==> src/rtl/sbp_lookup_sched.sv <==
// sbp_lookup_sched
// Front-end scheduler for the non-stallable sbp_lookup stage pipeline.
// Accepts tagged IPv4 lookups (valid/ready), issues at most one per cycle on
// pipe_ip_o, tracks each issue slot through a PIPE_LAT-deep valid/tag delay
// line, and captures the aligned pipe_result_i into a show-ahead response
// FIFO. Issue is credit-limited so every in-flight lookup owns a FIFO slot.
//
// Ports
//   clk, rst_n                 clock, async active-low reset
//   enable_i                   0 stops new acceptance (in-flight work drains)
//   req_valid_i/req_ready_o    request handshake
//   req_ip_i, req_tag_i        request payload
//   pipe_ip_o                  address into the pipeline (0 on bubbles)
//   pipe_result_i              pipeline result, PIPE_LAT after issue
//   rsp_valid_o/rsp_ready_i    response handshake
//   rsp_result_o, rsp_tag_o    response payload (FIFO head)
//   inflight_o                 issued-but-not-popped count
//   busy_o                     inflight_o != 0
module sbp_lookup_sched #(
  parameter int PIPE_LAT   = 64,
  parameter int RES_BITS   = 17,
  parameter int TAG_BITS   = 8,
  parameter int FIFO_DEPTH = 64,
  localparam int AW = $clog2(FIFO_DEPTH),
  localparam int IW = $clog2(FIFO_DEPTH + 1)
) (
  input  logic                clk,
  input  logic                rst_n,
  input  logic                enable_i,
  input  logic                req_valid_i,
  output logic                req_ready_o,
  input  logic [31:0]         req_ip_i,
  input  logic [TAG_BITS-1:0] req_tag_i,
  output logic [31:0]         pipe_ip_o,
  input  logic [RES_BITS-1:0] pipe_result_i,
  output logic                rsp_valid_o,
  input  logic                rsp_ready_i,
  output logic [RES_BITS-1:0] rsp_result_o,
  output logic [TAG_BITS-1:0] rsp_tag_o,
  output logic [IW-1:0]       inflight_o,
  output logic                busy_o
);

  typedef struct packed {
    logic [RES_BITS-1:0] result;
    logic [TAG_BITS-1:0] tag;
  } rsp_t;

  // issue state
  logic [31:0]                        r_pipe_ip;
  logic [PIPE_LAT-1:0]                r_vld_pipe;
  logic [PIPE_LAT-1:0][TAG_BITS-1:0]  r_tag_pipe;
  logic [IW-1:0]                      r_inflight;

  // response fifo
  rsp_t                               r_mem [FIFO_DEPTH];
  logic [AW:0]                        r_wr_ptr;
  logic [AW:0]                        r_rd_ptr;

  logic w_ready;
  logic w_accept;
  logic w_push;
  logic w_pop;
  logic w_empty;
  rsp_t w_head;
  rsp_t w_wdata;

  // Credit check uses only registered state, so ready never depends on valid.
  assign w_ready  = enable_i && (r_inflight < IW'(FIFO_DEPTH));
  assign w_accept = req_valid_i && w_ready;

  // Tail of the delay line lines up with the result for that issue slot.
  assign w_push   = r_vld_pipe[PIPE_LAT-1];
  assign w_empty  = (r_wr_ptr == r_rd_ptr);
  assign w_pop    = !w_empty && rsp_ready_i;

  assign w_wdata.result = pipe_result_i;
  assign w_wdata.tag    = r_tag_pipe[PIPE_LAT-1];
  assign w_head         = r_mem[r_rd_ptr[AW-1:0]];

  // rst_n gates only the output port so ready is low while reset is held,
  // even with enable_i high; internal flops are in reset then anyway.
  assign req_ready_o  = w_ready && rst_n;
  assign pipe_ip_o    = r_pipe_ip;
  assign rsp_valid_o  = !w_empty;
  assign rsp_result_o = w_head.result;
  assign rsp_tag_o    = w_head.tag;
  assign inflight_o   = r_inflight;
  assign busy_o       = (r_inflight != '0);

  always_ff @(posedge clk or negedge rst_n) begin
    if (!rst_n) begin
      r_pipe_ip  <= '0;
      r_vld_pipe <= '0;
      r_wr_ptr   <= '0;
      r_rd_ptr   <= '0;
      r_inflight <= '0;
    end else begin
      r_pipe_ip <= w_accept ? req_ip_i : 32'd0;
      for (int i = PIPE_LAT - 1; i > 0; i--) r_vld_pipe[i] <= r_vld_pipe[i-1];
      r_vld_pipe[0] <= w_accept;
      if (w_push) r_wr_ptr <= r_wr_ptr + 1'b1;
      if (w_pop)  r_rd_ptr <= r_rd_ptr + 1'b1;
      r_inflight <= r_inflight + IW'(w_accept) - IW'(w_pop);
    end
  end

  // Tags ride alongside the valid bits; validity alone decides if a slot counts.
  always_ff @(posedge clk) begin
    for (int i = PIPE_LAT - 1; i > 0; i--) r_tag_pipe[i] <= r_tag_pipe[i-1];
    r_tag_pipe[0] <= req_tag_i;
  end

  // Credit guarantees a free slot on push; push into a full fifo cannot occur.
  always_ff @(posedge clk) begin
    if (w_push) r_mem[r_wr_ptr[AW-1:0]] <= w_wdata;
  end

endmodule
==> config.mk <==
export PLATFORM = sky130hd
export DESIGN_NAME = sbp_lookup_sched
export DESIGN_NICKNAME = d
export VERILOG_FILES = /design/src/rtl/sbp_lookup_sched.sv
export SDC_FILE = /design/constraint.sdc
export NUM_CORES = 2
export LEC_CHECK = 0
export ABC_CLOCK_PERIOD_IN_PS = 3300
export BUFFER_PORTS_ARGS = -buffer_cell sky130_fd_sc_hd__buf_4
export CAP_MARGIN = 10
export CORE_MARGIN = 10
export CORE_UTILIZATION = 53
export DETAILED_ROUTE_END_ITERATION = 7
export GPL_TIMING_DRIVEN = 1
export PLACE_DENSITY = 0.79
export SLEW_MARGIN = 5
export SYNTH_ARGS = -nofsm -noshare
export SYNTH_HDL_FRONTEND = slang
export SYNTH_SLANG_ARGS = --single-unit
==> constraint.sdc <==
create_clock -name clk -period 3.3 [get_ports clk]
set_input_delay 0 -clock clk [delete_from_list [all_inputs] [get_ports clk]]
set_output_delay 0 -clock clk [all_outputs]
set_load 0.02 [all_outputs]
# After elaboration in Yosys (flattened, before gate mapping)
# Memories as Yosys holds them, arrays and structs flattened.
# Index checks and enable logic that the tools add are counted.
[word_totals]
in_bits = 62
ram_bits = 1600
out_inout_bits = 67
register_bits = 629
mem_count = 1
elab_cells = 85
[op_classes]
n_addsub = 4
order_cmp = 1
n_reduce_logical = 6
n_mux = 3
eq_ne = 1
[memory_table]
columns = ["name", "depth", "word_bits", "read_ports", "rd_ports_with_merged_regs", "write_ports", "line", "source"]
rows = [
  ["r_mem", 64, 25, 1, 0, 1, "56", "rsp_t r_mem [FIFO_DEPTH];"],
]
[ops]
columns = ["operator", "count"]
rows = [
  ["$mux 32", 1],
  ["$add 7x1->7 const B", 2],
  ["$add 7x1->7", 1],
  ["$eq 7x7->1", 1],
  ["$lt 7x7->1 const B", 1],
  ["$reduce_bool 7->1", 1],
  ["$sub 7x1->7", 1],
  ["$logic_and 1x1->1", 4],
  ["$mux 1", 2],
  ["$logic_not 1->1", 1],
]

# Logic depth before layout (Yosys ltp)
[depth]
ltp_word = 5
mapped_depth = 15
depth_no_buf = 12

# Least setup slack after synthesis
# Ideal clock, no wire load.
[synth_timing]
path_kind = "reg-to-reg"
startpoint = "reg r_wr_ptr[4]"
endpoint = "mem r_mem[48][0] in the netlist's numbering, enable pin"
required_ns = 2.862
synth_period_minus_slack_ns = 3.182
arrival_ns = 2.744
path_stages_with_launch = 5
n_path_buf = 1
setup_time_ns = 0.438
slack_ns = 0.118
cell_sequence = "dfrtp_1 > clkbuf_1 > nor2b_1 > nand4b_1 > nor3_1"
[synth_lines]
columns = ["item", "line", "source"]
rows = [
  ["start, declared", "57", "logic [AW:0] r_wr_ptr;"],
  ["start signal, assigned", "102", "if (w_push) r_wr_ptr <= r_wr_ptr + 1'b1;"],
  ["end, declared", "56", ""],
]
# Straight into the memory's write port.

# Final worst setup path
[layout_timing]
startpoint = "reg r_rd_ptr[0]"
endpoint = "out rsp_tag_o[5]"
[layout_via]
elab_chain_cells = 1
[layout_lines]
columns = ["item", "line", "source"]
rows = [
  ["start, declared", "58", "logic [AW:0] r_rd_ptr;"],
  ["start signal, assigned", "103", "if (w_pop) r_rd_ptr <= r_rd_ptr + 1'b1;"],
  ["$mem_v2 64x25", "--", ""],
  ["end, declared", "39", "output logic [TAG_BITS-1:0] rsp_tag_o,"],
]
# No other way between the ends.

==> out/results.txt <==
NetSw -> 27000 uW
WL final -> 215 mm
CP cell instances -> buf_12, buf_12, buf_16, buf_12, clkbuf_16, mux2i_1, a22oi_1, and3_1, nor4_4, buf_4, a21oi_2, buf_4
hpwl dp -> 105 mm
Crit-path slowest cell -> dfrtp_4
boundary pin count -> 129
status -> complete, but fails checks
sequential share of the synthesized area -> 79.8%
Fin Clk Skew -> 55.2 ps
GR Util All Layers -> 24.9%
CP top delay family -> buffers and inverters
Async S/R FF share, synth -> 5.25%
cell area after placement -> 81900 sq um
first-pass GRT wire length -> 296 mm
CTS HTree Levels -> 4
Cell Area, Synth -> 76700 sq um
drt wl/cell -> 31.7 um
total CTS buffers -> 206
failing checks -> negative setup slack
Setup crit start -> r_rd_ptr[0]
Buffers & Inverters on Critical Path -> 7
drt pass-1 iters -> 8
CP Max Fanout -> 8
Slew headroom -> 11.2%
Post-synth EDFFs -> 1600
FF+latch area -> 61200 sq um
Max Fclk -> 277 MHz
Avg Vias per Cell -> 6.40
CP required -> 3300 ps
switching fraction of total power -> 32.6%
clock share of power -> 28.3%
Slew Limit Fails -> 0
Worst EP arrival -> 3610 ps
total power -> 83000 uW
post-route design area -> 94900 sq um
CP Capture Type -> primary output
Multi-input gate area -> 17100 sq um
top_reg_cell synth -> edfxtp_1
clk sinks -> 2229
CTS tree -> done
Worst-path clk slew -> 60 ps
share of cells above drive strength 1 -> 32.3%
Final setup violation count -> 25
Synthesis Warnings -> 0
number of global-route vias before repair -> 43072
DIE WIDTH -> 400 um
Die Ht -> 400 um
placed cell count -> 6114
distinct cell type count of the synthesized netlist -> 53
fin crit period -> 3610 ps
combinational share of power -> 34.9%
actual slew at the worst max-slew pin -> 1330 ps
area delta synth->final -> 23.7%
largest net degree at the start of global routing -> 65
Post-Layout Cell Count -> 6773
port bufs -> 128
Fin. Hold Viols -> 0
CORE AREA -> 144000 sq um
Final nets -> 4757
antenna viol nets, final -> 0
worst r2r src -> r_rd_ptr[1]
Leakage -> 0.0321 uW
GP Congestion -> 0.876
Starting Density -> 53.4%
Clock Tree Root -> clkbuf_16
Synth Register Bits -> 2229
fill count -> 8559
Syn Area/Cell -> 19.1 sq um
worst ir drop on vdd -> 0.546 mV
RSZ-0062 raised after global routing -> true
maximum root-to-sink buffer count -> 3
post-route DRC violation count -> 0
final worst-path cycle share -> 110%
initial antenna violation count -> 10
Worst Path Class, Setup -> register to primary output
number of DRC markers in iteration 0 -> 6790
sequential cell fraction of total power -> 36.9%
Layout Utilization -> 66.1%
total gr overflow -> 0
Post-Syn Nets -> 4080
startpoint types -> register
Worst Hold Class -> register to register
Power Dens Cells -> 874 nW/um^2
peak per-stage delay on the critical path -> 540 ps
clk_lat worst skew -> 830 ps
CP most frequent cell -> buf_12
Synth Instances -> 4006
Max-cap violations -> 0
die area -> 160000 sq um
post-route worst setup slack -> -314 ps
Internal -> 55900 uW
# rows -> 139
HP Start -> r_tag_pipe[167]
Via Count -> 43360
-- layout by cell type, fill, tap and decap left out, types with 54 or more instances in the layout --
cell,n
clkbuf_16,224
buf_4,386
mux2_2,178
dlygate4sd3_1,134
a22oi_1,92
edfxtp_1,1600
mux4_2,148
buf_12,54
mux2i_1,269
dfxtp_1,504
nor2_2,77
dfrtp_1,114
-- cells by family (layout without fill, tap and decap cells) --
family,count (synthesis),count (layout),synth area share [%]
flops,2229,2229,79.8
mux,651,651,11.2
compound gates,447,447,4.22
simple gates,422,422,2.83
buf+inv,221,1075,1.41
xor+xnor,24,24,0.274
fa+ha+maj,12,12,0.206
other cells,0,10,0
-- Yosys cell counts (9+ instances only) --
cell type | number | area share, %
edfxtp_1 | 1600 | 63
dfxtp_1 | 512 | 13
mux2i_1 | 305 | 4.0
mux2_2 | 176 | 2.6
mux4_2 | 148 | 4.3
nor2_1 | 119 | 0.58
dfrtp_1 | 117 | 3.8
a22oi_1 | 98 | 0.96
clkbuf_1 | 96 | 0.47
o21ai_0 | 71 | 0.46
nor3_1 | 69 | 0.45
buf_2 | 66 | 0.43
nor2b_1 | 58 | 0.47
a211oi_1 | 56 | 0.55
a21oi_1 | 51 | 0.33
o22ai_1 | 51 | 0.42
a221oi_1 | 49 | 0.56
and3_1 | 47 | 0.38
nand2_1 | 39 | 0.19
and2_1 | 35 | 0.29
buf_4 | 24 | 0.23
o311ai_1 | 22 | 0.25
nor4_1 | 21 | 0.17
mux2_1 | 19 | 0.28
xor2_1 | 15 | 0.17
buf_1 | 14 | 0.069
a2111oi_2 | 11 | 0.22
buf_6 | 11 | 0.16
ha_1 | 11 | 0.18
inv_1 | 10 | 0.049
a2111oi_0 | 9 | 0.10
xnor2_1 | 9 | 0.10
-- metrics by stage --
stage / TNS, ps / setup WS, ps / hold slack, ps
2_1_floorplan: 0 / 118 / -296
3_3_place_gp: -308 / -260 / 106
3_5_place_dp: -376 / -293 / 106
4_1_cts: -3950 / -206 / 264
5_1_grt: -6380 / -346 / 320
6_report: -5360 / -314 / 317
-- sequential cells by signal (all words and copies together) (netlist names) --
signal and flops:
inflight_o 7, pipe_ip_o 32, r_mem 1600, r_rd_ptr 7
r_tag_pipe 512, r_vld_pipe 64, r_wr_ptr 7
-- power by group through the flow --
stage / clock, uW / combinational (uW) / sequential [uW]
6_report: 23400 / 28900 / 30600
5_1_grt: 24700 / 29300 / 30600
4_1_cts: 23500 / 25200 / 30600
3_5_place_dp: 0 / 19700 / 31200
3_3_place_gp: 0 / 19400 / 31200
2_1_floorplan: 0 / 10800 / 31100
-- repair_timing --
action,4_1_cts,5_1_grt
endpoints found under the setup margin,25,25
pin swaps,50,78
hold buffers,135,0
endpoints found under the hold margin,1255,0
buffers inserted,50,45
resized for setup,368,221
cloned,30,14
-- worst paths after layout --
kind	endpoint	slack [ps]	cells after the start
max	rsp_tag_o[5]	-310	12
min	r_tag_pipe[175]	320	0
max reg2reg	inflight_o[6]	160	13
min reg2reg	r_tag_pipe[175]	320	0
max in group asynchronous	r_rd_ptr[0]	2650	4
min in group asynchronous	pipe_ip_o[19]	370	4
-- cell type report --
type	instances	area share, %
Sequential cell	2229	64.5
Multi-Input combinational cell	1556	18.0
Timing Repair Buffer	680	7.89
Clock buffer	278	6.00
Tap cell	1903	2.51
Clock inverter	107	1.03
Inverter	10	0.0396
Antenna cell	10	0.0264
-- metal layers --
layer	global-route usage (%)	vias to the layer above	wire, um
li1	-	17144	-
met1	32.3	21883	73600
met2	38.7	3636	99700
met3	7.46	691	29200
met4	11.7	6	12100
met5	0.535	-	36
Note: power is estimated with default switching activity, not from simulation.
